`src/rtl/fetcher_pkg.sv`:
```
// Shared types and constants for the instruction-fetch stage.
package fetcher_pkg;

    typedef logic [31:0] addr_t;   // ADDR_TYPE
    typedef logic [31:0] inst_t;   // INS_TYPE

    // Opcode field of a 32-bit instruction (OPCODE_RANGE)
    localparam int OPCODE_MSB = 6;
    localparam int OPCODE_LSB = 0;

    // Fetch FSM encodings
    typedef enum logic [1:0] {
        ST_FETCH = 2'd0,
        ST_WAIT  = 2'd1,
        ST_HOLD  = 2'd2,
        ST_DRAIN = 2'd3
    } fetch_state_e;

    // Sequential PC increment
    localparam addr_t PC_INC = 32'd4;

endpackage

```
`src/rtl/fetcher_icache.sv`:
```
// Direct-mapped instruction cache: combinational lookup, single-port fill,
// valid bits cleared by the asynchronous active-low reset.
module fetcher_icache
    import fetcher_pkg::*;
#(
    parameter int LINES = 16
) (
    input  logic  clk,
    input  logic  rst_n,
    input  addr_t lookup_pc,
    output logic  lookup_hit,
    output inst_t lookup_inst,
    input  logic  fill_valid,
    input  addr_t fill_addr,
    input  inst_t fill_inst
);

    localparam int IDX_W = $clog2(LINES);
    localparam int TAG_W = 32 - IDX_W - 2;

    logic [LINES-1:0] valid_q, valid_d;
    logic [TAG_W-1:0] tag_q  [LINES];
    inst_t            data_q [LINES];

    logic [IDX_W-1:0] lk_idx, fl_idx;
    logic [TAG_W-1:0] lk_tag, fl_tag;
    logic             unused_offset;

    assign lk_idx = lookup_pc[IDX_W+1:2];
    assign lk_tag = lookup_pc[31:IDX_W+2];
    assign fl_idx = fill_addr[IDX_W+1:2];
    assign fl_tag = fill_addr[31:IDX_W+2];
    // Byte offset bits are meaningless for word-aligned fetches
    assign unused_offset = ^{lookup_pc[1:0], fill_addr[1:0]};

    assign lookup_hit  = valid_q[lk_idx] && (tag_q[lk_idx] == lk_tag);
    assign lookup_inst = data_q[lk_idx];

    // Next valid vector: set the filled line
    always_comb begin
        valid_d = valid_q;
        if (fill_valid) valid_d[fl_idx] = 1'b1;
    end

    // Valid bits are the only state that needs clearing
    always_ff @(posedge clk or negedge rst_n) begin
        if (!rst_n) valid_q <= '0;
        else        valid_q <= valid_d;
    end

    // Tag/data storage, written on fill only
    always_ff @(posedge clk) begin
        if (fill_valid) begin
            tag_q[fl_idx]  <= fl_tag;
            data_q[fl_idx] <= fill_inst;
        end
    end

endmodule

```
`src/rtl/fetcher.sv`:
```
// Instruction-fetch stage: PC, one outstanding memory fetch, optional
// direct-mapped I-cache (macro ICACHE_EN), predictor query, issue handshake,
// and ROB flush redirect with stale-response draining.
module fetcher
    import fetcher_pkg::*;
#(
    parameter addr_t RESET_PC     = 32'h0,
    parameter int    ICACHE_LINES = 16
) (
    input  logic        clk,
    input  logic        rst_n,
    input  logic        rdy,
    output logic        mem_req_valid,
    output logic [31:0] mem_req_addr,
    input  logic        mem_resp_valid,
    input  logic [31:0] mem_resp_inst,
    output logic [31:0] pred_query_pc,
    output logic [31:0] pred_query_inst,
    input  logic        pred_jump,
    input  logic [31:0] pred_target,
    output logic        issue_valid,
    input  logic        issue_ready,
    output logic [31:0] issue_inst,
    output logic [31:0] issue_pc,
    output logic        issue_pred_jump,
    output logic [31:0] issue_pred_target,
    input  logic        flush_valid,
    input  logic [31:0] flush_pc
);

    fetch_state_e state_q, state_d;
    addr_t        pc_q, pc_d;
    addr_t        hold_pc_q, hold_pc_d;
    inst_t        hold_inst_q, hold_inst_d;

    logic  cache_hit;
    inst_t cache_inst;
    logic  cache_fill;
    addr_t next_pc;

`ifdef ICACHE_EN
    fetcher_icache #(.LINES(ICACHE_LINES)) u_icache (
        .clk         (clk),
        .rst_n       (rst_n),
        .lookup_pc   (pc_q),
        .lookup_hit  (cache_hit),
        .lookup_inst (cache_inst),
        .fill_valid  (cache_fill),
        .fill_addr   (pc_q),
        .fill_inst   (mem_resp_inst)
    );
`else
    localparam int unused_lines = ICACHE_LINES;
    logic unused_fill;
    assign cache_hit   = 1'b0;
    assign cache_inst  = '0;
    assign unused_fill = cache_fill;
`endif

    // Predicted successor of the held instruction
    assign next_pc = pred_jump ? pred_target : hold_pc_q + PC_INC;

    assign mem_req_valid     = (state_q == ST_WAIT);
    assign mem_req_addr      = mem_req_valid ? pc_q : '0;
    assign pred_query_pc     = hold_pc_q;
    assign pred_query_inst   = hold_inst_q;
    assign issue_valid       = (state_q == ST_HOLD) && !flush_valid;
    assign issue_inst        = hold_inst_q;
    assign issue_pc          = hold_pc_q;
    assign issue_pred_jump   = pred_jump;
    assign issue_pred_target = next_pc;

    // Next-state logic; flush wins over everything, rdy=0 freezes all state
    always_comb begin
        state_d     = state_q;
        pc_d        = pc_q;
        hold_pc_d   = hold_pc_q;
        hold_inst_d = hold_inst_q;
        cache_fill  = 1'b0;
        if (rdy) begin
            if (flush_valid) begin
                pc_d = flush_pc;
                // A request still outstanding must have its response swallowed
                if ((state_q == ST_WAIT || state_q == ST_DRAIN) && !mem_resp_valid)
                    state_d = ST_DRAIN;
                else
                    state_d = ST_FETCH;
            end else begin
                unique case (state_q)
                    ST_FETCH: begin
                        if (cache_hit) begin
                            hold_inst_d = cache_inst;
                            hold_pc_d   = pc_q;
                            state_d     = ST_HOLD;
                        end else begin
                            state_d = ST_WAIT;
                        end
                    end
                    ST_WAIT: begin
                        if (mem_resp_valid) begin
                            hold_inst_d = mem_resp_inst;
                            hold_pc_d   = pc_q;
                            cache_fill  = 1'b1;
                            state_d     = ST_HOLD;
                        end
                    end
                    ST_HOLD: begin
                        if (issue_ready) begin
                            pc_d    = next_pc;
                            state_d = ST_FETCH;
                        end
                    end
                    ST_DRAIN: begin
                        if (mem_resp_valid) state_d = ST_FETCH;
                    end
                    default: state_d = ST_FETCH;
                endcase
            end
        end
    end

    // Fetch FSM and datapath registers
    always_ff @(posedge clk or negedge rst_n) begin
        if (!rst_n) begin
            state_q     <= ST_FETCH;
            pc_q        <= RESET_PC;
            hold_pc_q   <= '0;
            hold_inst_q <= '0;
        end else begin
            state_q     <= state_d;
            pc_q        <= pc_d;
            hold_pc_q   <= hold_pc_d;
            hold_inst_q <= hold_inst_d;
        end
    end

endmodule

```
`config.mk`:
```
export PLATFORM = sky130hd
export DESIGN_NAME = fetcher
export DESIGN_NICKNAME = d
export VERILOG_FILES = /design/src/rtl/fetcher_pkg.sv /design/src/rtl/fetcher_icache.sv /design/src/rtl/fetcher.sv
export SDC_FILE = /design/constraint.sdc
export NUM_CORES = 1
export LEC_CHECK = 0
export CAP_MARGIN = 20
export CORE_UTILIZATION = 44
export CTS_CLUSTER_SIZE = 24
export DETAILED_ROUTE_END_ITERATION = 8
export HOLD_SLACK_MARGIN = 0.08
export PLACE_DENSITY = 0.88
export SLEW_MARGIN = 20
export SYNTH_ARGS = -nofsm -noshare
export SYNTH_HDL_FRONTEND = slang
export SYNTH_HIERARCHICAL = 1
export SYNTH_SLANG_ARGS = --single-unit
export TNS_END_PERCENT = 30
```
`constraint.sdc`:
```
create_clock -name clk -period 8.3 [get_ports clk]
set_clock_uncertainty 0.15 [all_clocks]
set_input_delay 2.075 -clock clk [delete_from_list [all_inputs] [get_ports clk]]
set_output_delay 2.075 -clock clk [all_outputs]
set_load 0.005 [all_outputs]
```
==> results.toml <==
[power]
ir_drop_mv = 0.181
netSwitchingPower_mw = 0.931
p_comb_share_pct = 51.4
leakage_nw = 3.45
finalPower_mw = 2.76
power_density_mw_per_mm2 = 318
swShare_pct = 33.7
intPower_mw = 1.83
seq_power_share_pct = 34.3
clock_power_share_pct = 14.2

[synthesis]
synth_edf_count = 0
syn-num-nets = 669
ys_seq_area_share_pct = 42.3
synthFlopType = "dfrtp_1"
syn_inst = 565
synth_most_common_cell = "dfrtp_1"
synth_commonest_cells = "dfrtp_1, mux2_2, buf_4, nand2_1, and2_1"
yosys-top-cells-area = "dfrtp_1, mux2_2, buf_4, and2_1, xnor2_1"
syn_area_sq_mm = 0.00580
yosys.area.top_type = "dfrtp_1"
synth_cell_type_count = 53
postSynthAreaPerCell_sq_um = 10.3
synth_top_cell_area_share_pct = 42.3
yosysWarnings = 6
ys_ff_latch = 98
async_reset_ff_share_pct = 100

[floorplan]
num_rows = 41
die_h_microns = 117
die_w_microns = 117
start_util_pct = 45.6
io_pins = 298
die-area_sq_mm = 0.0137
core_sq_mm = 0.0127

[timing]
worst_pin_slew_ns = 1.09
slew_headroom_pct = 27.0
setup_viol = 0
fin_setup_tns_ns = 0
hold_viol = 0
rsz0062_at_grt = "false"
max_freq_mhz = 142
holdWs_ns = 0.352
final-max-slew-violation-count = 0
fin_crit_sh_pct = 84.8
min_period_ns = 7.03

[detailed_routing]
first_pass_iters = 5
routed_wl_microns = 19900
drc = 0
drt-vias-per-instance = 5.55
drt_iter0_drc = 430
vias = 5331
ant_nets = 0
post_drt_wl_per_cell_microns = 20.7

[finish]
nets = 886
drive_above_1_share_pct = 14.1
area_delta_synth_final_pct = 49.9
finalNonFillerCells = 960

[min_path]
hold_start = "pc_q[4]$_DFFE_PN0P_"
hold_path_end = "pc_q[4]$_DFFE_PN0P_"
worstHoldPathType = "flip-flop to flip-flop"
whs_path_depth = 2

[clock_tree]
clockRootBuffer = "clkbuf_16"
clock_path_buffers = 2
clk_latency_ns = 0.35
htreeDepth = 3
cts_tree = "yes"
post_cts_buffers = 0
cts_resized = 0
cts_sinks = 98
clkSlewWorstSetupHoldPaths_ns = 0.07
cts_made_buffers = 9
holdBufCountCts = 0

[critical_path]
critPathArrivalTime_ns = 4.81
crit_top_cell = "clkdlybuf4s50_1"
crit_family = "buffers and inverters"
crit_chain = "clkdlybuf4s50_1 > buf_4 > clkinv_1 > mux2_2 > clkdlybuf4s50_1"
worstPathRequired_ns = 6.08
path_buf_inv = 4
cp-end-kind = "output port"
timing.rr.start = "state_q[0]$_DFFE_PN0P_"
worst-path-max-fanout = 35
reg2reg_depth = 6
start_kind = "input pin"
critPathKind = "input pin to output port"
cpMaxStageDelayCell = "clkinv_1"
reg2reg_to = "issue_pc[16]$_DFFE_PN0P_"
reg2reg_slack_ns = 5.26
max_stage_delay_ns = 0.86

[global_routing]
overflow = 0
grt_use_total_pct = 29.7
grt_pass1_wl_microns = 30300
grt_pass1_vias = 5507
antenna_found_initial = 1
grt_max_degree = 56

[place]
io_buffers = 297
place_inst = 943
place_congestion = 0.836
dp_hpwl_microns = 14400

[status]
status = "finished clean"

[flow_run]
cap_viol_max_count = 0
-- tightest hold or removal path, delay by kind of cell (launching register included) --
kind | cells | cell delay (ns)
flops | 1 | 0.36
simple gates | 1 | 0.05
compound gates | 1 | 0.06
-- state kept, by name (all words and copies together) (netlist names) --
signal      cells
issue_inst     32
issue_pc       32
pc_q           32
state_q         2
-- kinds of logic after synthesis --
family	count (synthesis)	synth area share [%]
fa+ha+maj	1	0.216
mux	85	16.4
flops	98	42.3
buf+inv	102	11.1
compound gates	85	10.1
simple gates	169	16.2
xor+xnor	25	3.77
-- layout by cell type, fill, tap and decap left out, types with 3 or more instances in the layout --
cell	count
nor2b_1	3
a221o_1	7
nand4_1	11
nand2b_1	4
xnor2_1	17
mux2i_1	6
nor3_1	4
nand3_1	11
o31ai_1	5
nor2_1	29
o21ai_0	22
inv_1	5
and4_1	5
nand2_1	36
dfrtp_1	98
clkdlybuf4s50_1	295
buf_4	6
a21oi_1	14
o211ai_1	3
and3_1	14
nor4_1	5
xor2_1	8
mux2_2	79
clkbuf_16	9
a221oi_1	9
and2_1	34
o2bb2ai_1	8
-- stage by stage --
stage / util [%] / instance area, sq um / setup WS (ns)
after floorplan: - / 5800 / 3.03
after global placement: 66.2 / 8420 / 1.34
after detailed placement: 66.2 / 8420 / 1.31
after CTS: 68.3 / 8690 / 1.29
after global routing: 68.3 / 8690 / 1.10
final: 68.4 / 8700 / 1.27
-- layout make-up --
cell class,count,area [sq um]
sequential,98,2450
fill,995,4030
antenna,1,2.50
inverter,6,22.5
multi-input combinational,365,2730
clock buffer,10,229
clock inverter,6,42.5
tap,172,215
timing repair buffer,302,3000
-- how the worst max path moves through the flow --
stage | startpoint | end | slack (ns) | cells after the start
finish | pred_jump | issue_pred_target[14] | 1.27 | 5
detailed placement | pred_jump | issue_pred_target[14] | 1.31 | 5
floorplan | pred_jump | issue_pred_target[13] | 3.03 | 4
global route | pred_jump | issue_pred_target[12] | 1.10 | 5
global placement | pred_jump | issue_pred_target[11] | 1.34 | 5
CTS | pred_jump | issue_pred_target[14] | 1.29 | 5
-- routing by layer --
layer,track usage (%),share of wire (%),up-vias
met1,36.6,39,2655
met2,51.8,53,264
met5,0,0,-
li1,-,-,2380
met3,4.69,6.3,32
met4,12.2,2.0,0
-- power groups by stage --
stage               sequential, mW  clock [mW]  combinational [mW]
finish                       0.948       0.394                1.42
global route                 0.983       0.420                1.52
CTS                          0.944       0.402                1.43
detailed placement           0.950           0                1.42
global placement             0.928           0                1.39
floorplan                    0.885           0               0.658
Note: power is estimated with default switching activity, not from simulation.
